$ cat config.mk
export PLATFORM = sky130hd
export DESIGN_NAME = rle_seq_ctrl
export DESIGN_NICKNAME = d
export VERILOG_FILES = /design/src/rtl/rle_pkg.sv /design/src/rtl/rle_pair_slot.sv /design/src/rtl/rle_seq_ctrl.sv
export SDC_FILE = /design/constraint.sdc
export NUM_CORES = 1
export LEC_CHECK = 0
export CAP_MARGIN = 10
export CORE_UTILIZATION = 45
export DETAILED_ROUTE_END_ITERATION = 6
export PLACE_DENSITY_LB_ADDON = 0.2
export SYNTH_ARGS = -nofsm -noshare
export SYNTH_HDL_FRONTEND = slang
export SYNTH_SLANG_ARGS = --single-unit
$ cat constraint.sdc
create_clock -name clk -period 2.4 [get_ports clk]
set_clock_uncertainty 0.15 [all_clocks]
set_input_delay 0.48 -clock clk [delete_from_list [all_inputs] [get_ports clk]]
set_output_delay 0.48 -clock clk [all_outputs]
set_load 0.03 [all_outputs]
$ cat src/rtl/rle_pkg.sv
// Shared defaults, FSM encoding and pair record for the run-length
// sequencing controller.
package rle_pkg;

    localparam int DEF_DATA_W    = 13;
    localparam int DEF_CNT_W     = 8;
    localparam int DEF_MAX_RUN   = 255;
    localparam int DEF_BLOCK_LEN = 64;

    typedef enum logic [1:0] {
        IDLE  = 2'd0,
        RUN   = 2'd1,
        DRAIN = 2'd2
    } rle_state_e;

    typedef struct packed {
        logic signed [DEF_DATA_W-1:0] value;
        logic [DEF_CNT_W-1:0]         count;
        logic                         last;
    } rle_pair_t;

    // Width of an index spanning 0..n-1, never less than one bit.
    function automatic int idx_width(input int n);
        return (n <= 2) ? 1 : $clog2(n);
    endfunction

endpackage

$ cat src/rtl/rle_pair_slot.sv
// One-entry output register with valid/ready; it can be reloaded on the
// same edge its current contents are taken, so a full-rate stream has no bubble.
module rle_pair_slot #(
    parameter int W = 22
) (
    input  logic         clk,
    input  logic         rst_n,
    input  logic         load,
    input  logic [W-1:0] load_data,
    input  logic         ready,
    output logic         valid,
    output logic [W-1:0] data,
    output logic         free
);

    assign free = !valid || ready;

    always_ff @(posedge clk) begin
        if (!rst_n) begin
            valid <= 1'b0;
            data  <= '0;
        end else if (load && free) begin
            valid <= 1'b1;
            data  <= load_data;
        end else if (ready) begin
            valid <= 1'b0;
        end
    end

endmodule

$ cat src/rtl/rle_seq_ctrl.sv
// Run-length sequencing controller: tracks the current run and emits
// (value, count, last) pairs, splitting runs at MAX_RUN and at every block end.
module rle_seq_ctrl
    import rle_pkg::*;
#(
    parameter int DATA_W    = DEF_DATA_W,
    parameter int CNT_W     = DEF_CNT_W,
    parameter int MAX_RUN   = DEF_MAX_RUN,
    parameter int BLOCK_LEN = DEF_BLOCK_LEN
) (
    input  logic                     clk,
    input  logic                     rst_n,
    input  logic                     in_valid,
    output logic                     in_ready,
    input  logic signed [DATA_W-1:0] in_data,
    output logic                     out_valid,
    input  logic                     out_ready,
    output logic signed [DATA_W-1:0] out_value,
    output logic [CNT_W-1:0]         out_count,
    output logic                     out_last,
    output logic                     blk_done
);

    localparam int IDX_W = idx_width(BLOCK_LEN);

    typedef struct packed {
        logic signed [DATA_W-1:0] value;
        logic [CNT_W-1:0]         count;
        logic                     last;
    } pair_t;

    localparam int PAIR_W = $bits(pair_t);

    rle_state_e               state;
    logic [IDX_W-1:0]         idx;
    logic signed [DATA_W-1:0] cur_val;
    logic [CNT_W-1:0]         cur_cnt;
    logic                     run_active;
    pair_t                    pend;
    logic                     pend_valid;

    logic                     slot_free;
    logic                     accept;
    logic                     blk_end;
    logic                     emit_mid;
    logic signed [DATA_W-1:0] nxt_val;
    logic [CNT_W-1:0]         nxt_cnt;
    pair_t                    mid_pair;
    pair_t                    end_pair;
    pair_t                    load_pair;
    logic                     load;
    pair_t                    slot_q;

    // Never depends on in_valid, so upstream may wait on in_ready safely.
    assign in_ready = !pend_valid && slot_free;
    assign accept   = in_valid && in_ready;
    assign blk_end  = (idx == IDX_W'(BLOCK_LEN - 1));

    always_comb begin
        emit_mid = 1'b0;
        nxt_val  = in_data;
        nxt_cnt  = CNT_W'(1);
        if (run_active) begin
            if ((in_data == cur_val) && (cur_cnt < CNT_W'(MAX_RUN))) begin
                nxt_val = cur_val;
                nxt_cnt = cur_cnt + 1'b1;
            end else begin
                emit_mid = 1'b1;
            end
        end
        mid_pair.value = cur_val;
        mid_pair.count = cur_cnt;
        mid_pair.last  = 1'b0;
        end_pair.value = nxt_val;
        end_pair.count = nxt_cnt;
        end_pair.last  = 1'b1;
    end

    // A mid-block pair takes the slot first; a block-end pair produced by the
    // same accept waits one cycle in the pending register.
    always_comb begin
        load      = 1'b0;
        load_pair = pend;
        if (accept) begin
            if (emit_mid) begin
                load      = 1'b1;
                load_pair = mid_pair;
            end else if (blk_end) begin
                load      = 1'b1;
                load_pair = end_pair;
            end
        end else if ((state == DRAIN) && slot_free) begin
            load      = 1'b1;
            load_pair = pend;
        end
    end

    always_ff @(posedge clk) begin
        if (!rst_n) begin
            state      <= IDLE;
            idx        <= '0;
            cur_val    <= '0;
            cur_cnt    <= '0;
            run_active <= 1'b0;
            pend       <= '0;
            pend_valid <= 1'b0;
            blk_done   <= 1'b0;
        end else begin
            blk_done <= out_valid && out_ready && out_last;
            if (accept) begin
                idx        <= blk_end ? '0 : idx + 1'b1;
                cur_val    <= nxt_val;
                cur_cnt    <= nxt_cnt;
                run_active <= !blk_end;
                if (emit_mid && blk_end) begin
                    pend       <= end_pair;
                    pend_valid <= 1'b1;
                    state      <= DRAIN;
                end else begin
                    state <= blk_end ? IDLE : RUN;
                end
            end else if ((state == DRAIN) && slot_free) begin
                pend_valid <= 1'b0;
                state      <= IDLE;
            end
        end
    end

    rle_pair_slot #(
        .W(PAIR_W)
    ) u_out_slot (
        .clk      (clk),
        .rst_n    (rst_n),
        .load     (load),
        .load_data(load_pair),
        .ready    (out_ready),
        .valid    (out_valid),
        .data     (slot_q),
        .free     (slot_free)
    );

    assign out_value = slot_q.value;
    assign out_count = slot_q.count;
    assign out_last  = slot_q.last;

endmodule

==> results.sh, run 1 <==
export IMPL_status="completed"
export IMPL_grt_usage=0.220
export IMPL_avgSynthCellArea_um2=9.24
export IMPL_synthCells=425
export IMPL_drtIter0Drc=151
export IMPL_max_freq_mhz=431
export IMPL_setup_viol=0
export IMPL_setup_tns_ns=0
export IMPL_io_pin_count=42
export IMPL_seqCellArea_um2=1540
export IMPL_netlist_area_um2=3930
export IMPL_grt_pass1_wl_um=15300
export IMPL_dp_cells=600
export IMPL_maxSlewViolCount=0
export IMPL_power_density_nw_per_um2=512
export IMPL_grt_pass1_vias=3129
export IMPL_die_area_um2=9100
export IMPL_clk_latency_ns=0.33
export IMPL_numPortBuffers=41
export IMPL_syn_nets=444
export IMPL_cts_num_sinks=77
export IMPL_core_area_um2=8340
export IMPL_clk_pin_slew_ns=0.08
export IMPL_areaGrowthSynthToFinish_pct=28.1
export IMPL_met2_usage=0.370
export IMPL_ys_top_cells_by_area="dfxtp_1, mux2i_1, nand2_1"
export IMPL_busiest_layer="met2"
export IMPL_min_period_over_period=0.966
export IMPL_vias=3339
export IMPL_rsz0062_at_grt="no"
export IMPL_endpoint_kind="flop"
export IMPL_synth_seq_cells=77
export IMPL_yosysTopAreaCellShare=0.393
export IMPL_synth_edff_count=0
export IMPL_cts_root_buf="clkbuf_8"
export IMPL_cts_buffers=9
export IMPL_fin_ws_ns=0.0821
export IMPL_synth_cell_type_count=50
export IMPL_die_width_um=95.4
export IMPL_n_antenna_cell=0
export IMPL_drtAntennaViolNets=0
export IMPL_via_per_inst=5.40
export IMPL_nNetsFinal=528
export IMPL_dp_final_hpwl_um=6790
export IMPL_cts_buffer_depth=2
export IMPL_worst_setup_path_type="reg2reg"
export IMPL_period_needed_ns=2.32
export IMPL_hp_class="reg2reg"
export IMPL_fp_dieH_um=95.4
export IMPL_max_slew_margin_rel=0.713
export IMPL_antenna_found_initial=0
export IMPL_synth_largest_area_cell="dfxtp_1"
export IMPL_multi_input_area_um2=2250
export IMPL_grt_ovfl_total=0
export IMPL_yosys_warnings=0
export IMPL_cp_required_ns=2.48
export IMPL_arrival_ns=2.40
export IMPL_start_util=0.471
export IMPL_start_kind="flop"
export IMPL_synth_ff_type="dfxtp_1"
export IMPL_htree_levels=3
export IMPL_wirelength_um=9520
export IMPL_gp_congestion=0.854
export IMPL_drtPass1Iterations=4
export IMPL_maxCapViolCount=0
export IMPL_cellLeakagePower_nw=2.00
export IMPL_rows=33
export IMPL_ir_worst_vdd_mv=0.260
export IMPL_use_met1=0.291
export IMPL_final_hold_violation_count=0
export IMPL_place_ws_ns=-0.365
export IMPL_drc=0
export IMPL_synthArstFlopShare=0
export IMPL_grt_max_degree=43
export IMPL_cts_tree="done"
export IMPL_avgRoutedWirePerCell_um=15.4
export IMPL_use_met3=0.0383
export IMPL_synth_seq_area_share=0.393
export IMPL_tightest_slew_ns=0.430
export IMPL_final_cell_count_no_fill=618
export IMPL_crit_fanout=7
export IMPL_drive_gt1_frac=0.224
export IMPL_nFillCells=775
[flip-flops by register name, summed over array words and instances (netlist names), 2 cells and up]
name and count:
state 2, cur_val 13, u_out_slot.data 22, cur_cnt 8
pend 22, idx 6
[placed cells by master, fill, tap and decap left out, types with 11 or more instances in the layout]
master / netlist / layout
nor2b_1: 17 / 17
a21boi_0: 19 / 19
nor2_1: 15 / 15
o31ai_1: 13 / 11
nand2_1: 65 / 65
o221a_1: 13 / 13
xnor2_1: 20 / 18
buf_4: 3 / 60
mux2i_1: 31 / 31
clkdlybuf4s50_1: 0 / 30
and3_1: 13 / 13
dfxtp_1: 77 / 75
[cell type report]
cell class,instances,area share
clock buffer,13,0.0296
timing repair buffer,104,0.183
inverter,7,0.00523
clock inverter,2,0.00199
tap,105,0.0261
sequential,77,0.307
multi-input combinational,310,0.447
[metrics by stage]
step	hold slack, ns	power (mW)	utilization	area, µm²
2_1_floorplan	0.287	1.59	-	3940
3_3_place_gp	0.297	1.75	0.573	4780
3_5_place_dp	0.309	1.75	0.573	4780
4_1_cts	0.327	2.59	0.592	4940
5_1_grt	0.348	2.69	0.603	5030
6_report	0.320	2.57	0.603	5030
[final timing paths]
path                                  from                  to  slack (ns)  cells after the start
worst max-delay path            cur_cnt[1]  u_out_slot.data[9]        0.08                      8
worst min-delay path               pend[1]             pend[1]        0.32                      1
worst max register to register  cur_cnt[1]  u_out_slot.data[9]        0.08                      8
worst min register to register     pend[1]             pend[1]        0.32                      1
[power by group]
part	internal, mW	leakage [nW]	switching (mW)
clock	0.397	0.0833	0.438
combinational	0.189	1.29	0.201
sequential	1.32	0.627	0.0301
total	1.90	2.00	0.669
[Yosys cell counts (4+ instances only)]
master and instances:
dfxtp_1 77, nor3_1 6, a21oi_1 8, nand2_1 65, mux2_4 8, a21boi_0 19, o221a_2 5, and3_1 13
nor2b_1 17, nand3_1 11, o21ai_0 7, nand4_1 4, inv_1 7, o31ai_1 13, o22ai_1 5, clkbuf_1 16
o221a_1 13, nor2_1 15, xnor2_1 20, mux2i_1 31, buf_2 8, mux2_2 6
[cell families (layout without fill, tap and decap cells)]
group | count (synthesis) | in the layout | synth area share
and+or+nand+nor | 153 | 153 | 0.197
DFF | 77 | 77 | 0.393
xor gates and xnor gates | 23 | 23 | 0.0513
AOI/OAI and AO/OA | 87 | 87 | 0.178
muxes | 45 | 45 | 0.127
buffers and inverters | 38 | 126 | 0.0475
adders and majority gates | 2 | 2 | 0.00637
[critical path, stage by stage, from the launching register on]
cell and delay (ns):
dfxtp_2 0.36, ha_4 0.17, and3_4 0.20, and3_4 0.20, nor3_4 0.05, a211oi_4 0.31
buf_6 0.19, mux2_2 0.34, o221a_2 0.24
[layer usage]
metal | routed length (µm) | vias up
met5 | 0 | -
li1 | - | 1677
met2 | 4640 | 62
met1 | 4540 | 1595
met3 | 284 | 5
met4 | 46 | 0
[timing repair]
action | in CTS | in global routing
gates resized for setup | 2 | 18
buffers inserted | 0 | 3
pin swaps | 1 | 2
hold buffers | 0 | 0
setup endpoints to repair | 7 | 30
No activity file was read; power rests on OpenSTA's default activity.
==> run 2: changes to the inputs <==
--- a/config.mk
+++ b/config.mk
@@ -9,6 +9,7 @@
 export CORE_UTILIZATION = 45
 export DETAILED_ROUTE_END_ITERATION = 6
 export PLACE_DENSITY_LB_ADDON = 0.2
+export SETUP_SLACK_MARGIN = 0.2
 export SYNTH_ARGS = -nofsm -noshare
 export SYNTH_HDL_FRONTEND = slang
 export SYNTH_SLANG_ARGS = --single-unit
==> run 2 against run 1 <==
Setup slack better by 0.041 ns; cell count rose by 1.1%; first-iteration DRC count is 15% higher; utilization increased by 2.4 points; total power increased by 4.6%; global-route usage up 0.55 points; critical path type unchanged; critical endpoint is now u_out_slot.data[21]; highest routed layer unchanged.
==> results.sh, run 2 (synthesis results as in run 1) <==
export IMPL_ff2ff_path_depth=10
export IMPL_critPathTopFamily="compound AO/OA/AOI/OAI gates"
export IMPL_grt_usage=0.225
export IMPL_drtAntennaViolNets=0
export IMPL_cts_num_sinks=77
export IMPL_hp_class="reg2reg"
export IMPL_nNetsFinal=534
export IMPL_max_slew_margin_rel=0.597
export IMPL_cts_root_buf="clkbuf_8"
export IMPL_worst_setup_path_type="reg2reg"
export IMPL_htree_levels=3
export IMPL_cts_buffer_depth=2
export IMPL_seq_power_share=0.501
export IMPL_wirelength_um=10000
export IMPL_postCtsHoldBufs=0
export IMPL_fin_ws_ns=0.123
export IMPL_comb_power_share=0.151
export IMPL_multi_input_area_um2=2350
export IMPL_grt_ovfl_total=0
export IMPL_die_width_um=95.4
export IMPL_io_pin_count=42
export IMPL_hp_start="pend[1]"
export IMPL_path_cells="ha_4 -> and3_4 -> and3_4 -> nor3_4 -> a211oi_4 -> buf_6 -> buf_4 -> buf_6 -> mux2_4 -> o221a_1"
export IMPL_max_freq_mhz=439
export IMPL_drc=0
export IMPL_internal_power_mw=1.98
export IMPL_avgRoutedWirePerCell_um=16.0
export IMPL_drtIter0Drc=173
export IMPL_maxCapViolCount=0
export IMPL_cts_buffers=9
export IMPL_final_common_cell="dfxtp_1"
export IMPL_seqCellArea_um2=1560
export IMPL_nFillCells=732
export IMPL_clkPwrFrac=0.348
export IMPL_ir_worst_vdd_mv=0.280
export IMPL_grt_pass1_wl_um=15600
export IMPL_grt_max_degree=57
export IMPL_fin_util=0.626
export IMPL_endpoint_kind="flop"
export IMPL_clk_latency_ns=0.34
export IMPL_timing_rr_start="cur_cnt[1]"
export IMPL_r2r_end="u_out_slot.data[21]"
export IMPL_fp_dieH_um=95.4
export IMPL_power_density_nw_per_um2=515
export IMPL_p_sw_uw=709
export IMPL_drive_gt1_frac=0.265
export IMPL_die_area_um2=9100
export IMPL_grt_pass1_vias=3175
export IMPL_crit_fanout=6
export IMPL_rows=33
export IMPL_final_hold_violation_count=0
export IMPL_p_sw_frac=0.264
export IMPL_r2r_slack_ns=0.12
export IMPL_start_kind="flop"
export IMPL_min_period_over_period=0.949
export IMPL_setup_viol=0
export IMPL_cellLeakagePower_nw=2.07
export IMPL_vias=3453
export IMPL_n_antenna_cell=0
export IMPL_antenna_found_initial=0
export IMPL_min_to="pend[1]"
export IMPL_start_util=0.471
export IMPL_core_area_um2=8340
export IMPL_clk_pin_slew_ns=0.08
export IMPL_rsz0062_at_grt="yes"
export IMPL_period_needed_ns=2.28
export IMPL_tightest_slew_ns=0.604
export IMPL_min_delay_path_depth=1
export IMPL_via_per_inst=5.52
export IMPL_status="completed"
export IMPL_largestRegisters="pend x22, u_out_slot.data x22, cur_val x13"
export IMPL_most_common_layout_cells="dfxtp_1, nand2_1, buf_4"
export IMPL_place_ws_ns=-0.405
export IMPL_dp_final_hpwl_um=6620
export IMPL_arrival_ns=2.36
export IMPL_drtPass1Iterations=5
export IMPL_cp_required_ns=2.48
export IMPL_path_buf_inv=3
export IMPL_cts_tree="done"
export IMPL_gp_congestion=0.836
export IMPL_critPathMaxStageDelay_ns=0.36
export IMPL_numPortBuffers=41
export IMPL_setup_tns_ns=0
export IMPL_maxSlewViolCount=0
export IMPL_areaGrowthSynthToFinish_pct=33.1
export IMPL_slowest_stage="dfxtp_4"
## run 2: power groups by stage
stage	clock network, mW	logic [mW]	registers, mW
2_1_floorplan	0	0.177	1.41
3_3_place_gp	0	0.367	1.38
3_5_place_dp	0	0.369	1.38
4_1_cts	0.957	0.389	1.35
5_1_grt	1.01	0.434	1.35
6_report	0.935	0.406	1.35
## run 2: repair_timing
action,4_1_cts,5_1_grt
endpoints found under the setup margin,50,48
resized for setup,37,24
gates cloned,0,1
pin swaps,12,13
setup buffers,5,9
## run 2: area by class of cell
class                      instances  area share
clock buffer                      13      0.0326
tap                              105      0.0251
clock inverter                     3     0.00311
multi-input combinational        310       0.449
inverter                           7     0.00503
sequential                        77       0.298
timing repair buffer             110       0.187
## run 2: worst max-delay path by stage
| stage | slack (ns) | cells past startpoint | endpoint | from |
|---|---|---|---|---|
| floorplan | 0.10 | 8 | u_out_slot.data[14] | cur_cnt[0] |
| global placement | -0.34 | 9 | u_out_slot.data[12] | in_data[1] |
| detailed placement | -0.41 | 9 | u_out_slot.data[13] | in_data[8] |
| CTS | 0.14 | 8 | u_out_slot.data[17] | cur_cnt[0] |
| global route | 0.08 | 10 | u_out_slot.data[20] | cur_cnt[1] |
| finish | 0.12 | 10 | u_out_slot.data[21] | cur_cnt[1] |
## run 2: metrics by stage
step                hold slack (ns)  power [mW]  cell area, µm²  cells
finish                        0.318        2.69            5230    625
global placement              0.297        1.74            4760    594
floorplan                     0.287        1.59            3960    425
detailed placement            0.300        1.75            4760    594
CTS                           0.319        2.69            5080    615
global route                  0.348        2.80            5230    625
## run 2: metal layers
layer,up-vias,global-route usage,wire length [µm],part of all wire
li1,1686,-,-,-
met1,1652,0.309,4710,0.47
met2,97,0.352,4640,0.46
met3,18,0.0327,439,0.044
met4,0,0.0933,209,0.021
met5,-,0,0,0
==> run 3: changes to the inputs <==
--- a/config.mk
+++ b/config.mk
@@ -6,7 +6,7 @@
 export NUM_CORES = 1
 export LEC_CHECK = 0
 export CAP_MARGIN = 10
-export CORE_UTILIZATION = 45
+export CORE_UTILIZATION = 35
 export DETAILED_ROUTE_END_ITERATION = 6
 export PLACE_DENSITY_LB_ADDON = 0.2
 export SETUP_SLACK_MARGIN = 0.2
==> run 3 against run 2 <==
Cell area increased by 2.1%; count of clock-buffer cells in the layout decreased by 1; cell count increased by 4.8%; critical path depth decreased by 2; hold slack got worse by 0.0029 ns; utilization decreased by 14 points; largest cell class unchanged.
==> results.sh, run 3 (synthesis results as in run 1) <==
export IMPL_io_pin_count=42
export IMPL_gp_congestion=0.782
export IMPL_maxSlewViolCount=0
export IMPL_clk_latency_ns=0.36
export IMPL_ff2ff_path_depth=9
export IMPL_vias=3445
export IMPL_cts_root_buf="clkbuf_8"
export IMPL_hp_class="reg2reg"
export IMPL_dp_final_hpwl_um=7270
export IMPL_drc=0
export IMPL_nFillCells=1030
export IMPL_drive_gt1_frac=0.252
export IMPL_cp_required_ns=2.50
export IMPL_tightest_slew_ns=0.401
export IMPL_cts_buffers=9
export IMPL_dp_cells=629
export IMPL_period_needed_ns=2.26
export IMPL_grt_pass1_wl_um=17200
export IMPL_via_per_inst=5.26
export IMPL_antenna_found_initial=0
export IMPL_slowest_stage="clkdlybuf4s50_1"
export IMPL_drtIter0Drc=172
export IMPL_startpoint="out_ready"
export IMPL_n_antenna_cell=0
export IMPL_max_slew_margin_rel=0.733
export IMPL_clk_pin_slew_ns=0.07
export IMPL_numPortBuffers=41
export IMPL_grt_max_degree=40
export IMPL_ir_worst_vdd_mv=0.312
export IMPL_arrival_ns=2.36
export IMPL_maxCapViolCount=0
export IMPL_cellLeakagePower_nw=2.09
export IMPL_core_area_um2=10900
export IMPL_min_period_over_period=0.942
export IMPL_areaGrowthSynthToFinish_pct=35.9
export IMPL_grt_usage=0.196
export IMPL_final_common_cell="dfxtp_1"
export IMPL_nNetsFinal=529
export IMPL_cts_num_sinks=77
export IMPL_max_freq_mhz=442
export IMPL_setup_viol=0
export IMPL_final_hold_violation_count=0
export IMPL_drtPass1Iterations=4
export IMPL_min_delay_path_depth=1
export IMPL_rows=38
export IMPL_grt_pass1_vias=3282
export IMPL_crit_top_cell="buf_12"
export IMPL_power_density_nw_per_um2=541
export IMPL_path_depth=8
export IMPL_start_util=0.360
export IMPL_start_kind="input pin"
export IMPL_drtAntennaViolNets=0
export IMPL_grt_ovfl_total=0
export IMPL_critPathTopFamily="buffers and inverters"
export IMPL_worst_setup_path_type="in2reg"
export IMPL_cts_tree="done"
export IMPL_hp_start="pend[1]"
export IMPL_fp_dieH_um=108
export IMPL_critPathMaxStageDelay_ns=0.50
export IMPL_final_cell_count_no_fill=655
export IMPL_timing_rr_start="cur_cnt[1]"
export IMPL_avgRoutedWirePerCell_um=16.3
export IMPL_htree_levels=3
export IMPL_wirelength_um=10700
export IMPL_most_common_layout_cells="dfxtp_1, nand2_1, buf_4"
export IMPL_die_area_um2=11600
export IMPL_crit_fanout=5
export IMPL_rsz0062_at_grt="yes"
export IMPL_final_cell_area_um2=5340
export IMPL_endpoint_kind="flop"
export IMPL_status="completed"
export IMPL_path_cells="clkdlybuf4s50_1 -> nor2b_2 -> or2_4 -> a211oi_4 -> buf_12 -> buf_12 -> mux2_4 -> o221a_4"
export IMPL_die_width_um=108
export IMPL_largestRegisters="pend x22, u_out_slot.data x22, cur_val x13"
export IMPL_path_buf_inv=3
export IMPL_cts_buffer_depth=2
export IMPL_dpl_instance_area_um2=4830
-- run 3: per-stage QoR --
stage | setup slack, ns | total power, mW | utilization | hold WS [ns] | setup TNS (ns)
final | 0.138 | 2.89 | 0.490 | 0.315 | 0
after global routing | 0.0922 | 3.02 | 0.490 | 0.348 | 0
after CTS | 0.152 | 2.92 | 0.480 | 0.325 | 0
after detailed placement | -0.487 | 1.76 | 0.444 | 0.306 | -21.00
after global placement | -0.429 | 1.76 | 0.444 | 0.302 | -18.86
after floorplan | 0.101 | 1.59 | - | 0.287 | 0
-- run 3: power breakdown --
group	leakage [nW]	internal [mW]	switching (mW)
sequential	0.628	1.32	0.0327
clock	0.116	0.640	0.480
combinational	1.34	0.205	0.212
-- run 3: final cells by class --
cell class | count | area [µm²] | share of cell area
clock inverter | 4 | 70.1 | 0.0131
tap | 140 | 175 | 0.0328
timing repair buffer | 105 | 985 | 0.185
clock buffer | 12 | 155 | 0.0291
sequential | 77 | 1550 | 0.291
inverter | 7 | 26.3 | 0.00492
multi-input combinational | 310 | 2370 | 0.445
-- run 3: path summary, 6_finish.rpt --
check                            end  slack [ns]
setup / recovery  u_out_slot.data[9]        0.14
hold / removal               pend[1]        0.32
setup reg to reg  u_out_slot.data[9]        0.16
hold reg to reg              pend[1]        0.32
-- run 3: layer usage --
metal / part of all wire / vias up / GRT usage
met5: 0 / - / 0
met4: 0.013 / 0 / 0.0705
met3: 0.024 / 10 / 0.0381
met2: 0.49 / 60 / 0.326
met1: 0.47 / 1686 / 0.251
li1: - / 1689 / -
-- run 3: what timing repair did --
action	CTS	global route
pin swaps	11	2
resized for setup	37	12
endpoints found under the setup margin	55	32
gates cloned	1	0
hold buffers	0	0
buffers inserted	4	5
